### src/rtl/intc_pkg.sv
// Shared definitions for the fixed-priority interrupt controller:
// register word offsets, FSM state encoding and source index constants.
package intc_pkg;

  localparam int unsigned INTC_NUM_SRC = 4;
  localparam int unsigned ADDR_W       = 2;
  localparam int unsigned DATA_W       = 32;

  // Source indices; lowest index is highest priority.
  localparam int unsigned SRC_EXT1 = 0;
  localparam int unsigned SRC_EXT2 = 1;
  localparam int unsigned SRC_TIM1 = 2;
  localparam int unsigned SRC_TIM2 = 3;

  // Register word offsets.
  localparam logic [ADDR_W-1:0] REG_ENABLE  = 2'd0;
  localparam logic [ADDR_W-1:0] REG_PENDING = 2'd1;
  localparam logic [ADDR_W-1:0] REG_ACTIVE  = 2'd2;
  localparam logic [ADDR_W-1:0] REG_TRIGGER = 2'd3;

  typedef enum logic [1:0] {
    ST_IDLE    = 2'd0,
    ST_REQUEST = 2'd1,
    ST_ACTIVE  = 2'd2
  } intc_state_e;

endpackage

### src/rtl/intc_edge_detect.sv
// Rising-edge detector for one interrupt source.
// Optional feature: define INTC_SYNC_EN to insert a 2-flop synchronizer
// ahead of the edge register (adds 2 cycles of latency).
// Ports:
//   clk      system clock
//   reset    synchronous active-high reset
//   src_i    raw source line
//   pulse_c  one-cycle event pulse (combinational from the edge register)
module intc_edge_detect (
  input  logic clk,
  input  logic reset,
  input  logic src_i,
  output logic pulse_c
);

  logic src_s;
  logic prev_q, prev_d;

`ifdef INTC_SYNC_EN
  logic [1:0] sync_q, sync_d;

  assign sync_d = {sync_q[0], src_i};

  always_ff @(posedge clk) begin
    if (reset) sync_q <= 2'b00;
    else       sync_q <= sync_d;
  end

  assign src_s = sync_q[1];
`else
  assign src_s = src_i;
`endif

  assign prev_d = src_s;

  always_ff @(posedge clk) begin
    if (reset) prev_q <= 1'b0;
    else       prev_q <= prev_d;
  end

  assign pulse_c = src_s & ~prev_q;

endmodule

### src/rtl/interrupt_controller.sv
// Fixed-priority interrupt controller: latches source edges into PENDING,
// masks with ENABLE and presents one request at a time to the core through
// a req/ack/done handshake. Configured through a 4-word register window.
// Optional feature: INTC_SYNC_EN (source synchronizers, see intc_edge_detect).
// Ports:
//   clk, reset                 clock, synchronous active-high reset
//   src_in[NUM_SRC]            raw interrupt sources, rising edge = event
//   bus_addr/wdata/we/re       register access (0 ENABLE,1 PENDING,2 ACTIVE,3 TRIGGER)
//   bus_rdata                  read data, one cycle after bus_re
//   irq_req, irq_id            request and source ID to the core
//   irq_ack, irq_done          core took the request / handler returned
module interrupt_controller
  import intc_pkg::*;
#(
  parameter  int unsigned NUM_SRC = INTC_NUM_SRC,
  localparam int unsigned ID_W    = (NUM_SRC > 1) ? $clog2(NUM_SRC) : 1
) (
  input  logic                clk,
  input  logic                reset,
  input  logic [NUM_SRC-1:0]  src_in,
  input  logic [ADDR_W-1:0]   bus_addr,
  input  logic [DATA_W-1:0]   bus_wdata,
  input  logic                bus_we,
  input  logic                bus_re,
  output logic [DATA_W-1:0]   bus_rdata,
  output logic                irq_req,
  output logic [ID_W-1:0]     irq_id,
  input  logic                irq_ack,
  input  logic                irq_done
);

  logic [NUM_SRC-1:0] evt_c;

  intc_state_e        state_q, state_d;
  logic [NUM_SRC-1:0] enable_q, enable_d;
  logic [NUM_SRC-1:0] pending_q, pending_d;
  logic [ID_W-1:0]    id_q, id_d;
  logic               req_q, req_d;
  logic [DATA_W-1:0]  rdata_q, rdata_d;

  logic [NUM_SRC-1:0] masked_c;
  logic [ID_W-1:0]    win_id_c;
  logic [NUM_SRC-1:0] wdata_src_c;
  logic [NUM_SRC-1:0] set_c, clr_c;

  for (genvar gi = 0; gi < NUM_SRC; gi++) begin : g_edge
    intc_edge_detect u_edge (
      .clk     (clk),
      .reset   (reset),
      .src_i   (src_in[gi]),
      .pulse_c (evt_c[gi])
    );
  end

  assign masked_c    = pending_q & enable_q;
  assign wdata_src_c = bus_wdata[NUM_SRC-1:0];

  // Priority encoder: lowest set index wins.
  always_comb begin
    win_id_c = '0;
    for (int i = NUM_SRC - 1; i >= 0; i--) begin
      if (masked_c[i]) win_id_c = ID_W'(i);
    end
  end

  // Next-state, register file and output logic.
  always_comb begin
    state_d  = state_q;
    id_d     = id_q;
    enable_d = enable_q;
    clr_c    = '0;
    set_c    = evt_c;
    rdata_d  = '0;

    if (bus_we && bus_addr == REG_ENABLE)  enable_d = wdata_src_c;
    if (bus_we && bus_addr == REG_PENDING) clr_c    = wdata_src_c;
    if (bus_we && bus_addr == REG_TRIGGER) set_c    = set_c | wdata_src_c;

    case (state_q)
      ST_IDLE: begin
        if (|masked_c) begin
          id_d    = win_id_c;
          state_d = ST_REQUEST;
        end
      end
      ST_REQUEST: begin
        // Ack wins over a same-cycle withdraw.
        if (irq_ack) begin
          clr_c[id_q] = 1'b1;
          state_d     = ST_ACTIVE;
        end else if (!pending_q[id_q] || !enable_q[id_q]) begin
          state_d = ST_IDLE;
        end
      end
      ST_ACTIVE: begin
        if (irq_done) state_d = ST_IDLE;
      end
      default: state_d = ST_IDLE;
    endcase

    // Set wins over a same-cycle clear.
    pending_d = (pending_q & ~clr_c) | set_c;
    req_d     = (state_d == ST_REQUEST);

    // Reads return pre-write values.
    if (bus_re) begin
      case (bus_addr)
        REG_ENABLE:  rdata_d[NUM_SRC-1:0] = enable_q;
        REG_PENDING: rdata_d[NUM_SRC-1:0] = pending_q;
        REG_ACTIVE: begin
          rdata_d[DATA_W-1] = (state_q == ST_ACTIVE);
          rdata_d[ID_W-1:0] = id_q;
        end
        default: rdata_d = '0;
      endcase
    end
  end

  always_ff @(posedge clk) begin
    if (reset) begin
      state_q   <= ST_IDLE;
      enable_q  <= '0;
      pending_q <= '0;
      id_q      <= '0;
      req_q     <= 1'b0;
      rdata_q   <= '0;
    end else begin
      state_q   <= state_d;
      enable_q  <= enable_d;
      pending_q <= pending_d;
      id_q      <= id_d;
      req_q     <= req_d;
      rdata_q   <= rdata_d;
    end
  end

  assign bus_rdata = rdata_q;
  assign irq_req   = req_q;
  assign irq_id    = id_q;

endmodule

### config.mk
export PLATFORM = sky130hd
export DESIGN_NAME = interrupt_controller
export DESIGN_NICKNAME = d
export VERILOG_FILES = /design/src/rtl/intc_pkg.sv /design/src/rtl/intc_edge_detect.sv /design/src/rtl/interrupt_controller.sv
export SDC_FILE = /design/constraint.sdc
export NUM_CORES = 1
export LEC_CHECK = 0
export ABC_AREA = 0
export BUFFER_PORTS_ARGS = -buffer_cell sky130_fd_sc_hd__buf_2
export CORE_MARGIN = 2
export CORE_UTILIZATION = 38
export DETAILED_ROUTE_END_ITERATION = 12
export GPL_TIMING_DRIVEN = 0
export PLACE_DENSITY = 0.76
export SYNTH_ARGS = -nofsm -noshare
export SYNTH_HDL_FRONTEND = slang
export SYNTH_HIERARCHICAL = 1
export SYNTH_SLANG_ARGS = --single-unit
### constraint.sdc
create_clock -name clk -period 1.2 [get_ports clk]
set_input_delay 0 -clock clk [delete_from_list [all_inputs] [get_ports clk]]
set_output_delay 0 -clock clk [all_outputs]
set_load 0.05 [all_outputs]
Word-level counts from Yosys, hierarchy flattened:

Index checks and enable logic that the tools add are counted.

* input bits: 44
* output and inout bits: 35
* logic and storage cells: 70
* bits in registers: 49

* magnitude comparators: 2
* multiplexer cells: 21
* bitwise logic cells: 16
* reductions and logical operators: 13
* equal/unequal tests: 6

Operators with widths (count)
* 2-bit 2-to-1 mux: 8
* 4-bit 2-to-1 mux: 4
* 4-bit OR: 3
* 2-bit case mux with 3 select lines: 2
* 4-bit bitwise AND: 2
* 2-bit by 1-bit equality test with 1-bit output, second input constant: 3
* 2-bit equality test, second input constant: 3
* 1-bit inverter: 6
* 1-bit bitwise AND: 4
* 1-bit binary-select mux with 2-bit select: 2
* 1-bit logical AND: 4
* 2-bit logical NOT: 2
* 4-bit inverter: 1
* 2-bit case mux with 2 select lines: 1
* 4-bit OR reduction: 1
* 2-bit by 3-bit < comparator with 1-bit output, second input constant: 1
* 1-bit 2-to-1 mux: 3
* 3-bit OR reduction: 1
* 1-bit demux with 2-bit select: 1
* 2-bit by 1-bit >= comparator with 1-bit output, second input constant: 1
* 1-bit logical NOT: 2
* 2-bit AND reduction: 1
* 2-bit OR reduction: 1
* 1-bit logical OR: 1

Longest topological paths before layout:

Gate-level depths: netlist (run 1).

* depth in word-level cells: 10
* mapped depth: 5
* gate-level depth less buffers: 4

Cells and area by module:

Netlist (run 1), hierarchy kept.

Modules (own cells, without submodules)
* interrupt_controller: seq. area each 360.3 um^2, times used 1, cells an instance 117, area an instance 1026.0 um^2
* intc_edge_detect: seq. area each 20.0 um^2, times used 4, cells an instance 3, area an instance 47.5 um^2

Least setup slack after synthesis (run 1):

Ideal clock, no wire load.

* path kind: register to register
* start point: register id_q[0] (netlist: irq_id[0])
* end point: register req_q (netlist: irq_req)
* stages on the path, launching flop included: 4
* setup time: 0.058 ns
* period minus slack after synthesis: 1.648 ns
* setup slack: -0.448 ns
* data arrival time: 1.591 ns
* path buffers: 0
* required time: 1.142 ns
* cells stage by stage: dfxtp_1 -> mux4_2 -> nor3b_2 -> o21a_1

* word-level cells in the longest chain between the ends: 8
* elaborated cells between the ends (all ways): 11
* classes of those cells: eq/ne (1); mux (7); reduce/logical (3)

Ends and longest elaborated chain
* from (decl): line interrupt_controller.sv:37 `logic [ID_W-1:0] id_q, id_d;`
* from (signal assigned): line interrupt_controller.sv:131 `id_q <= id_d;`
* 1-bit binary-select mux with 2-bit select: line interrupt_controller.sv:91 `end else if (!pending_q[id_q] || !enable_q[id_q]) begin`
* 1-bit 2-to-1 mux (implied by the code): line interrupt_controller.sv:91
* 1-bit logical NOT: line interrupt_controller.sv:91
* 1-bit logical OR *: line interrupt_controller.sv:91
* 2-bit 2-to-1 mux *: line interrupt_controller.sv:91
* 2-bit 2-to-1 mux *: line interrupt_controller.sv:88 `if (irq_ack) begin`
* 2-bit case mux with 3 select lines *: line interrupt_controller.sv:79 `case (state_q)`
* 2-bit by 1-bit equality test with 1-bit output *: line interrupt_controller.sv:103 `req_d = (state_d == ST_REQUEST);`
* to (signal assigned): line interrupt_controller.sv:132 `req_q <= req_d;`
* to (decl): line interrupt_controller.sv:38 `logic req_q, req_d;`

Mark *: on every way between the ends. The rest lies on a longest branch, timed or not. The select of a mux whose other input is x is not followed.
A chain may end at the register's enable or synchronous reset.

Final worst setup path (run 1):

* start point: register enable_q[1]
* end point: register id_q[0] (netlist: irq_id[0])

* word-level cells in the longest chain between the ends: 3
* elaborated cells between the ends (all ways): 5
* classes of those cells: mux (2); bitwise (1); reduce/logical (2)

Ends and longest elaborated chain
* from (decl): line interrupt_controller.sv:35 `logic [NUM_SRC-1:0] enable_q, enable_d;`
* from (signal assigned): line interrupt_controller.sv:129 `enable_q <= enable_d;`
* 4-bit bitwise AND *: line interrupt_controller.sv:55 `assign masked_c = pending_q & enable_q;`
* 4-bit OR reduction / 2-bit 2-to-1 mux (equally long branches): line interrupt_controller.sv:81, interrupt_controller.sv:62
* 2-bit AND reduction (no line) / 2-bit 2-to-1 mux (equally long branches)

Mark *: on every way between the ends. The rest lies on a longest branch, timed or not.

==> flow_summary.html, run 1 <==
<table>
<tr><th>Metric</th><th>Value</th></tr>
<tr><th colspan="2">Outcome</th></tr>
<tr><td>Run status</td><td>complete, but fails checks</td></tr>
<tr><td>Failing checks</td><td>setup timing</td></tr>
<tr><th colspan="2">STA</th></tr>
<tr><td>Worst-case clock skew</td><td>~0.012 ns</td></tr>
<tr><td>Transition at the pin with the smallest max-transition slack</td><td>approximately 0.5 ns</td></tr>
<tr><td>Final worst path period share</td><td>1.08</td></tr>
<tr><td>Setup repair after global routing missed its margin</td><td>true</td></tr>
<tr><td>Max Clock Freq</td><td>roughly 0.77 GHz</td></tr>
<tr><td>Worst relative slew slack</td><td>0.657</td></tr>
<tr><td>Fin crit period</td><td>roughly 1.3 ns</td></tr>
<tr><td>Setup violators final</td><td>5</td></tr>
<tr><td>Count of final hold-check violations</td><td>0</td></tr>
<tr><td>Final total negative setup slack</td><td>-0.257 ns</td></tr>
<tr><td>Pins Over Slew Limit</td><td>0</td></tr>
<tr><td>Final WS setup</td><td>-0.0922 ns</td></tr>
<tr><th colspan="2">Pwr</th></tr>
<tr><td>Peak supply drop</td><td>0.826 mV</td></tr>
<tr><td>Switching power</td><td>around 560 µW</td></tr>
<tr><td>Total power per unit cell area</td><td>just under 1000 nW/µm²</td></tr>
<tr><td>Proportion of power drawn by the clock network</td><td>0.241</td></tr>
<tr><td>Int Power</td><td>1.13 mW</td></tr>
<tr><td>Net Sw Frac</td><td>0.330</td></tr>
<tr><td>Lkg Pwr</td><td>roughly 0.82 nW</td></tr>
<tr><td>Sequential cell fraction of total power</td><td>0.461</td></tr>
<tr><td>Share of total power in combinational logic</td><td>0.298</td></tr>
<tr><th colspan="2">Place</th></tr>
<tr><td>Routability cong.</td><td>between 0.8 and 0.9</td></tr>
<tr><td>Half-perimeter wire length after placement</td><td>about 1.7 mm</td></tr>
<tr><td>Setup Slack @ Placement</td><td>-0.128 ns</td></tr>
<tr><td>Count of buffers from port buffering</td><td>21</td></tr>
<tr><th colspan="2">Critical path</th></tr>
<tr><td>Max FO, Critical Path</td><td>4</td></tr>
<tr><td>Kind of capture point of the worst setup path</td><td>flop</td></tr>
<tr><td>End of the worst register-to-register path</td><td>irq_id[0]$_SDFFE_PP0P_</td></tr>
<tr><td>Crit Reg-Reg Startpoint</td><td>enable_q[1]$_SDFFE_PP0P_</td></tr>
<tr><td>Flop2flop setup slack</td><td>-0.09 ns</td></tr>
<tr><td>Critical path required time</td><td>1.44 ns</td></tr>
<tr><td>Critical path launch point type</td><td>flop</td></tr>
<tr><td>Launch point of the critical path</td><td>enable_q[1]$_SDFFE_PP0P_</td></tr>
<tr><td>R2R depth</td><td>5</td></tr>
<tr><td>Data arrival time of the critical path</td><td>1.53 ns</td></tr>
<tr><td>Critical path type</td><td>flop to flop</td></tr>
<tr><th colspan="2">Synthesis</th></tr>
<tr><td>Unique masters post-synth</td><td>28</td></tr>
<tr><td>Count of synthesis-stage warnings from yosys</td><td>6</td></tr>
<tr><td>Largest area contributor in the synthesized netlist</td><td>sky130_fd_sc_hd__dfxtp_1</td></tr>
<tr><td>Main flop type after synthesis</td><td>sky130_fd_sc_hd__dfxtp_1</td></tr>
<tr><td>Post-synth design cell area</td><td>1220 µm²</td></tr>
<tr><td>Part of the Yosys area used for sequential elements</td><td>0.362</td></tr>
<tr><td>Number of flops mapped to enable cells by yosys</td><td>0</td></tr>
<tr><td>Cell count after synthesis</td><td>~130</td></tr>
<tr><td>Area share of the largest cell type after synthesis</td><td>0.362</td></tr>
<tr><td>Share of async-settable or async-resettable flops after synthesis</td><td>0</td></tr>
<tr><td>Average size of a mapped cell</td><td>9.43 µm²</td></tr>
<tr><td>Synthesis-stage register bit count</td><td>22</td></tr>
<tr><td>Leading cell types by total area after synthesis</td><td>sky130_fd_sc_hd__dfxtp_1 (36%), sky130_fd_sc_hd__buf_4 (17%), sky130_fd_sc_hd__nor2b_4 (9.1%)</td></tr>
<tr><th colspan="2">Detailed routing</th></tr>
<tr><td>DRC violation count after routing</td><td>0</td></tr>
<tr><td>Routed Antenna Nets</td><td>0</td></tr>
<tr><td>Total routed wirelength</td><td>~2.6 mm</td></tr>
<tr><td>Via density per instance</td><td>4.32</td></tr>
<tr><td>Number of search-and-repair iterations in the first detailed-routing pass</td><td>4</td></tr>
<tr><td>Total via count in the routed design</td><td>roughly 1100</td></tr>
<tr><td>Routed wire length per instance</td><td>between 10 and 15 µm</td></tr>
<tr><td>Violation count after the first detailed-route iteration</td><td>31</td></tr>
<tr><th colspan="2">Clocking</th></tr>
<tr><td>Inserted Clock Buffers</td><td>3</td></tr>
<tr><td>Source-to-sink clock delay at the later pin of the worst-skew pair</td><td>slightly above 0.3 ns</td></tr>
<tr><td>CTS max path bufs</td><td>2</td></tr>
<tr><td>Clock Root Buffer</td><td>sky130_fd_sc_hd__clkbuf_4</td></tr>
<tr><td>Clock slew at reported path FFs</td><td>0.13 ns</td></tr>
<tr><td>Count of clock tree sinks</td><td>22</td></tr>
<tr><td>Htree depth</td><td>1</td></tr>
<tr><td>CTS tree</td><td>done</td></tr>
<tr><th colspan="2">Die</th></tr>
<tr><td>Initial cell density of the core</td><td>0.398</td></tr>
<tr><td>Placement row count</td><td>20</td></tr>
<tr><td>Chip Height</td><td>60.6 µm</td></tr>
<tr><td>Boundary Pins</td><td>79</td></tr>
<tr><td>Full die area</td><td>3670 µm²</td></tr>
<tr><td>Area of the placeable core</td><td>~3100 µm²</td></tr>
<tr><td>Chip Width</td><td>between 60 and 70 µm</td></tr>
<tr><th colspan="2">Cells and area</th></tr>
<tr><td>Sequential cell area</td><td>between 400 and 500 µm²</td></tr>
<tr><td># nets final</td><td>around 250</td></tr>
<tr><td>Signed area change from the synthesized netlist to the final layout</td><td>43.3%</td></tr>
<tr><td>Fill cell instance count of the final layout</td><td>300</td></tr>
<tr><td>Final standard cell utilization of the core</td><td>0.571</td></tr>
<tr><td>Fraction of final layout cells sized beyond drive strength 1</td><td>0.448</td></tr>
<tr><td>Area used by multi-input combinational logic</td><td>677 µm²</td></tr>
<tr><td>N_diodes</td><td>0</td></tr>
<tr><th colspan="2">Global routing</th></tr>
<tr><td>Gr usage total</td><td>0.146</td></tr>
<tr><td>Number of antenna violations at the first check in global routing</td><td>0</td></tr>
<tr><td>Wire length of the first global-routing pass</td><td>3.95 mm</td></tr>
<tr><td>Via count of the first global-routing pass</td><td>858</td></tr>
<tr><td>Largest net degree at the start of global routing</td><td>13</td></tr>
<tr><td>Aggregate global routing overflow</td><td>0</td></tr>
<tr><th colspan="2">Worst hold path</th></tr>
<tr><td>Hold Path End</td><td>bus_rdata[31]$_SDFF_PP0_</td></tr>
<tr><td>Worst hold stages</td><td>3</td></tr>
<tr><td>Type of the most critical hold path</td><td>input port to flop</td></tr>
<tr><td>Startpoint of the lowest-slack hold path</td><td>bus_addr[1]</td></tr>
<tr><th colspan="2">Flow run</th></tr>
<tr><td>Number of maximum-capacitance violations</td><td>0</td></tr>
</table>
logic make-up (layout without fill, tap and decap cells):
group,after synthesis,after routing,synth area share
AND/OR/NAND/NOR,41,41,0.240
flip-flops,22,22,0.362
multiplexers,9,9,0.0844
AO/OA/AOI/OAI,24,24,0.128
other,1,27,0.00308
buffers and inverters,32,78,0.183
what timing repair did:
action                                  4_1_cts  5_1_grt
cloned                                        0        0
resized for setup                            11        5
hold endpoints to repair                     15        0
endpoints found under the setup margin        2        7
hold buffers                                 10        0
setup buffers                                11        0
pin swaps                                     5        7
per-layer routing:
metal | GRT usage | vias up | share of wire | routed length (µm)
met2 | 0.249 | 50 | 0.49 | 1260
li1 | - | 533 | - | -
met4 | 0.0280 | 0 | 0.0062 | 16
met3 | 0.0384 | 6 | 0.079 | 203
met5 | 0 | - | 0 | 0
met1 | 0.187 | 469 | 0.43 | 1100
synthesized netlist by cell type, drive strengths merged (2+ instances only):
library cell and count:
nand2b 2, nor3 3, o311ai 3, inv 2
dfxtp 22, o21a 3, nand3b 2, clkbuf 2
nor2 10, a21oi 13, mux2i 8, nor2b 9
a22o 2, buf 28, nor3b 2, nand2 8
cell usage in the layout (no fill, tap or decap), types with 7 or more instances in the layout:
master	count
sky130_fd_sc_hd__a21oi_1	12
sky130_fd_sc_hd__buf_2	22
sky130_fd_sc_hd__buf_4	37
sky130_fd_sc_hd__conb_1	27
sky130_fd_sc_hd__dfxtp_1	12
sky130_fd_sc_hd__dfxtp_2	7
sky130_fd_sc_hd__dlygate4sd3_1	10
sky130_fd_sc_hd__mux2i_1	8
sky130_fd_sc_hd__nand2_1	7
sky130_fd_sc_hd__nor2_1	10
sky130_fd_sc_hd__nor2b_4	8
state kept, by name, summed over array words and instances, names as in the netlist:
signal                cells
g_edge.u_edge/prev_q      4
enable_q                  4
state_q                   2
irq_req                   1
irq_id                    2
pending_q                 4
bus_rdata                 5
critical path, stage by stage, from the launching register on:
cell,delay [ns]
sky130_fd_sc_hd__dfxtp_4,0.36
sky130_fd_sc_hd__buf_4,0.13
sky130_fd_sc_hd__a22o_1,0.22
sky130_fd_sc_hd__o21a_1,0.23
sky130_fd_sc_hd__nand2b_4,0.15
sky130_fd_sc_hd__a21oi_2,0.11
final cells by class:
class,count,area share
Sequential cell,22,0.264
Timing Repair Buffer,42,0.167
Buffer,30,0.123
Tap cell,44,0.0316
Clock buffer,4,0.0208
Multi-Input combinational cell,101,0.388
Inverter,2,0.00431
stage by stage:
| step | hold WS [ns] | cells | cell area, µm² | power, mW |
|---|---|---|---|---|
| after global routing | 0.00933 | 245 | 1740 | 1.77 |
| after CTS | 0.00132 | 245 | 1720 | 1.69 |
| after detailed placement | 0.242 | 220 | 1480 | 1.23 |
| final | 0.00765 | 245 | 1740 | 1.69 |
| after global placement | 0.236 | 220 | 1480 | 1.23 |
| after floorplan | 0.0643 | 155 | 1320 | 1.17 |
worst max path at each step:
stage | depth (start not counted) | to | slack [ns]
global route | 5 | irq_id[0]$_SDFFE_PP0P_ | -0.15
detailed placement | 4 | state_q[0]$_SDFF_PP0_ | -0.13
finish | 5 | irq_id[0]$_SDFFE_PP0P_ | -0.09
CTS | 4 | state_q[0]$_SDFF_PP0_ | -0.09
global placement | 4 | irq_req$_SDFF_PP0_ | -0.12
floorplan | 3 | irq_req$_SDFF_PP0_ | -0.13
power groups by stage:
stage / Combinational [mW] / Clock [mW] / Sequential (mW)
6_report: 0.503 / 0.408 / 0.780
3_5_place_dp: 0.428 / 0 / 0.806
4_1_cts: 0.492 / 0.422 / 0.778
2_1_floorplan: 0.354 / 0 / 0.816
3_3_place_gp: 0.425 / 0 / 0.805
5_1_grt: 0.534 / 0.457 / 0.784
No activity file was read; power rests on OpenSTA's default activity.
==> run 2: changes to the inputs <==
--- a/config.mk
+++ b/config.mk
@@ -8,10 +8,10 @@
 export ABC_AREA = 0
 export BUFFER_PORTS_ARGS = -buffer_cell sky130_fd_sc_hd__buf_2
 export CORE_MARGIN = 2
-export CORE_UTILIZATION = 38
+export CORE_UTILIZATION = 45
 export DETAILED_ROUTE_END_ITERATION = 12
 export GPL_TIMING_DRIVEN = 0
-export PLACE_DENSITY = 0.76
+export PLACE_DENSITY = 0.85
 export SYNTH_ARGS = -nofsm -noshare
 export SYNTH_HDL_FRONTEND = slang
 export SYNTH_HIERARCHICAL = 1
==> constraint.sdc (replaced) <==
create_clock -name clk -period 1.6 [get_ports clk]
set_input_delay 0 -clock clk [delete_from_list [all_inputs] [get_ports clk]]
set_output_delay 0 -clock clk [all_outputs]
set_load 0.05 [all_outputs]
==> run 2 against run 1 <==
The run now ends clean; wire length shrank 9.1%; clock skew down 0.0096 ns; non-clock buffer count decreased by 12; hold slack got worse by 0.00057 ns; global-route usage rose by 0.56 points; sequential cell count is the same; core utilization rose by 5.7 points; critical path type unchanged; largest cell class unchanged.
==> flow_summary.html, run 2 (synthesis gave the netlist of run 1 again) <==
<table>
<tr><th>Metric</th><th>Value</th></tr>
<tr><th colspan="2">Critical path</th></tr>
<tr><td>Critical path required time</td><td>~1.9 ns</td></tr>
<tr><td>Critical path launch point type</td><td>flop</td></tr>
<tr><td>Data arrival time of the critical path</td><td>between 1.5 and 2 ns</td></tr>
<tr><td>Slowest stage delay, CP</td><td>~0.5 ns</td></tr>
<tr><td>Cell family contributing the most delay on the critical path</td><td>multiplexers</td></tr>
<tr><td>Library cell contributing the largest single delay on the critical path</td><td>sky130_fd_sc_hd__mux4_2</td></tr>
<tr><td>Max FO, Critical Path</td><td>4</td></tr>
<tr><td>Critical path type</td><td>flop to flop</td></tr>
<tr><td>Kind of capture point of the worst setup path</td><td>flop</td></tr>
<tr><td>Number of buffers and inverters on the critical path</td><td>0</td></tr>
<tr><td>Critical path, cell by cell</td><td>nand2_1, mux4_2, nor3b_2, o21a_1</td></tr>
<tr><th colspan="2">Global routing</th></tr>
<tr><td>GRT met3 Usage</td><td>0.0186</td></tr>
<tr><td>Gr usage total</td><td>0.152</td></tr>
<tr><td>Largest net degree at the start of global routing</td><td>13</td></tr>
<tr><td>GRT Max-Usage Layer</td><td>met2</td></tr>
<tr><td>Aggregate global routing overflow</td><td>0</td></tr>
<tr><td>GR met1 Demand/Resource</td><td>0.166</td></tr>
<tr><td>Met2 Track Usage GR</td><td>0.284</td></tr>
<tr><td>Via count of the first global-routing pass</td><td>938</td></tr>
<tr><td>Number of antenna violations at the first check in global routing</td><td>0</td></tr>
<tr><td>Wire length of the first global-routing pass</td><td>3.85 mm</td></tr>
<tr><th colspan="2">Detailed routing</th></tr>
<tr><td>Total routed wirelength</td><td>~2.4 mm</td></tr>
<tr><td>Total via count in the routed design</td><td>approximately 1000</td></tr>
<tr><td>Routed wire length per instance</td><td>approximately 11 µm</td></tr>
<tr><td>Via density per instance</td><td>between 4 and 5</td></tr>
<tr><td>Routed Antenna Nets</td><td>0</td></tr>
<tr><td>Violation count after the first detailed-route iteration</td><td>19</td></tr>
<tr><td>DRC violation count after routing</td><td>0</td></tr>
<tr><td>Number of search-and-repair iterations in the first detailed-routing pass</td><td>4</td></tr>
<tr><th colspan="2">Clocking</th></tr>
<tr><td>CTS max path bufs</td><td>2</td></tr>
<tr><td>Htree depth</td><td>1</td></tr>
<tr><td>CTS tree</td><td>done</td></tr>
<tr><td>Source-to-sink clock delay at the later pin of the worst-skew pair</td><td>~0.30 ns</td></tr>
<tr><td>Clock slew at reported path FFs</td><td>between 0.1 and 0.15 ns</td></tr>
<tr><td>Inserted Clock Buffers</td><td>3</td></tr>
<tr><td>Clock Root Buffer</td><td>sky130_fd_sc_hd__clkbuf_4</td></tr>
<tr><td>Count of clock tree sinks</td><td>22</td></tr>
<tr><th colspan="2">Place</th></tr>
<tr><td>Routability cong.</td><td>around 0.89</td></tr>
<tr><td>Standard cell area after detailed placement</td><td>around 1500 µm²</td></tr>
<tr><td>Half-perimeter wire length after placement</td><td>about 1.8 mm</td></tr>
<tr><td>Count of buffers from port buffering</td><td>21</td></tr>
<tr><th colspan="2">Cells and area</th></tr>
<tr><td>Signed area change from the synthesized netlist to the final layout</td><td>30.2%</td></tr>
<tr><td>N_diodes</td><td>0</td></tr>
<tr><td>Max FFs per register</td><td>5</td></tr>
<tr><td># nets final</td><td>between 200 and 250</td></tr>
<tr><td>Area of all placed cells without fillers</td><td>about 1600 µm²</td></tr>
<tr><td>Most frequent cells in the layout</td><td>sky130_fd_sc_hd__buf_4 (27), sky130_fd_sc_hd__conb_1 (27), sky130_fd_sc_hd__buf_2 (22), sky130_fd_sc_hd__dfxtp_1 (21), sky130_fd_sc_hd__a21oi_1 (13)</td></tr>
<tr><td>Fraction of final layout cells sized beyond drive strength 1</td><td>0.344</td></tr>
<tr><td>Fill cell instance count of the final layout</td><td>between 200 and 250</td></tr>
<tr><td>Sequential cell area</td><td>approximately 440 µm²</td></tr>
<tr><td>Area used by multi-input combinational logic</td><td>~650 µm²</td></tr>
<tr><th colspan="2">Die</th></tr>
<tr><td>Boundary Pins</td><td>79</td></tr>
<tr><td>Placement row count</td><td>18</td></tr>
<tr><td>Initial cell density of the core</td><td>0.482</td></tr>
<tr><td>Chip Width</td><td>56.0 µm</td></tr>
<tr><td>Area of the placeable core</td><td>between 2000 and 3000 µm²</td></tr>
<tr><td>Full die area</td><td>about 3100 µm²</td></tr>
<tr><td>Chip Height</td><td>about 56 µm</td></tr>
<tr><th colspan="2">Pwr</th></tr>
<tr><td>Overall Power</td><td>roughly 1.2 mW</td></tr>
<tr><td>Lkg Pwr</td><td>roughly 0.75 nW</td></tr>
<tr><td>Peak supply drop</td><td>around 0.52 mV</td></tr>
<tr><td>Total power per unit cell area</td><td>781 nW/µm²</td></tr>
<tr><th colspan="2">Worst hold path</th></tr>
<tr><td>Type of the most critical hold path</td><td>input port to flop</td></tr>
<tr><th colspan="2">STA</th></tr>
<tr><td>Count of final hold-check violations</td><td>0</td></tr>
<tr><td>Worst relative slew slack</td><td>0.636</td></tr>
<tr><td>Pins Over Slew Limit</td><td>0</td></tr>
<tr><td>Setup repair after global routing missed its margin</td><td>false</td></tr>
<tr><td>Worst-case clock skew</td><td>0.00263 ns</td></tr>
<tr><td>Final total negative setup slack</td><td>0 ns</td></tr>
<tr><td>Fin crit period</td><td>about 1.4 ns</td></tr>
<tr><td>Max Clock Freq</td><td>0.723 GHz</td></tr>
<tr><td>Final worst path period share</td><td>0.865</td></tr>
<tr><td>Setup violators final</td><td>0</td></tr>
<tr><td>Transition at the pin with the smallest max-transition slack</td><td>about 0.54 ns</td></tr>
<tr><th colspan="2">Flow run</th></tr>
<tr><td>Number of maximum-capacitance violations</td><td>0</td></tr>
<tr><th colspan="2">Outcome</th></tr>
<tr><td>Run status</td><td>complete, no violations</td></tr>
</table>
run 2: changes by cell type in the layout (fill, tap and decap cells not counted), moves of 3 or more:
cell / previous run / this run
sky130_fd_sc_hd__buf_4: 37 / 27
sky130_fd_sc_hd__dfxtp_1: 12 / 21
sky130_fd_sc_hd__dfxtp_4: 3 / 0
sky130_fd_sc_hd__dfxtp_2: 7 / 1
run 2: worst paths after layout:
check | startpoint | to | slack [ns] | cells past startpoint
max | pending_q[2]$_SDFF_PP0_ | state_q[0]$_SDFF_PP0_ | 0.22 | 4
min reg2reg | state_q[1]$_SDFF_PP0_ | bus_rdata[31]$_SDFF_PP0_ | 0.53 | 2
min | bus_addr[1] | bus_rdata[3]$_SDFF_PP0_ | 0.007 | 2
max reg2reg | pending_q[2]$_SDFF_PP0_ | state_q[0]$_SDFF_PP0_ | 0.22 | 4
run 2: metrics by stage:
stage	worst slack, ns	hold slack [ns]	cells	util
3_3_place_gp	0.311	0.233	206	0.578
3_5_place_dp	0.259	0.240	206	0.578
6_report	0.217	0.00708	219	0.628
4_1_cts	0.230	0.00317	219	0.628
5_1_grt	0.157	0.00761	219	0.628
2_1_floorplan	0.149	0.0643	155	-
run 2: cell type report:
class                   count  share of cell area
inverters                   2             0.00474
well taps                  30              0.0237
flip-flops and latches     22               0.279
repair buffers             30               0.123
multi-input cells         101               0.411
plain buffers              30               0.136
clock buffers               4              0.0229
run 2: layer usage:
| metal | up-vias | wire, µm | part of all wire |
|---|---|---|---|
| met5 | - | 0 | 0 |
| met4 | 0 | 56 | 0.024 |
| met3 | 9 | 188 | 0.080 |
| met2 | 51 | 1130 | 0.48 |
| met1 | 472 | 975 | 0.41 |
| li1 | 511 | - | - |
run 2: where the power goes:
part / switching, mW / total (mW) / leakage [nW] / internal, mW
Combinational: 0.219 / 0.341 / 0.553 / 0.122
Clock: 0.163 / 0.302 / 0.0210 / 0.139
Sequential: 0.0236 / 0.594 / 0.181 / 0.571
Total: 0.405 / 1.24 / 0.755 / 0.831
run 2: what timing repair did:
item	CTS	global route
gates resized for setup	0	0
endpoints found under the hold margin	11	0
hold buffers	9	0
buffers inserted	0	0
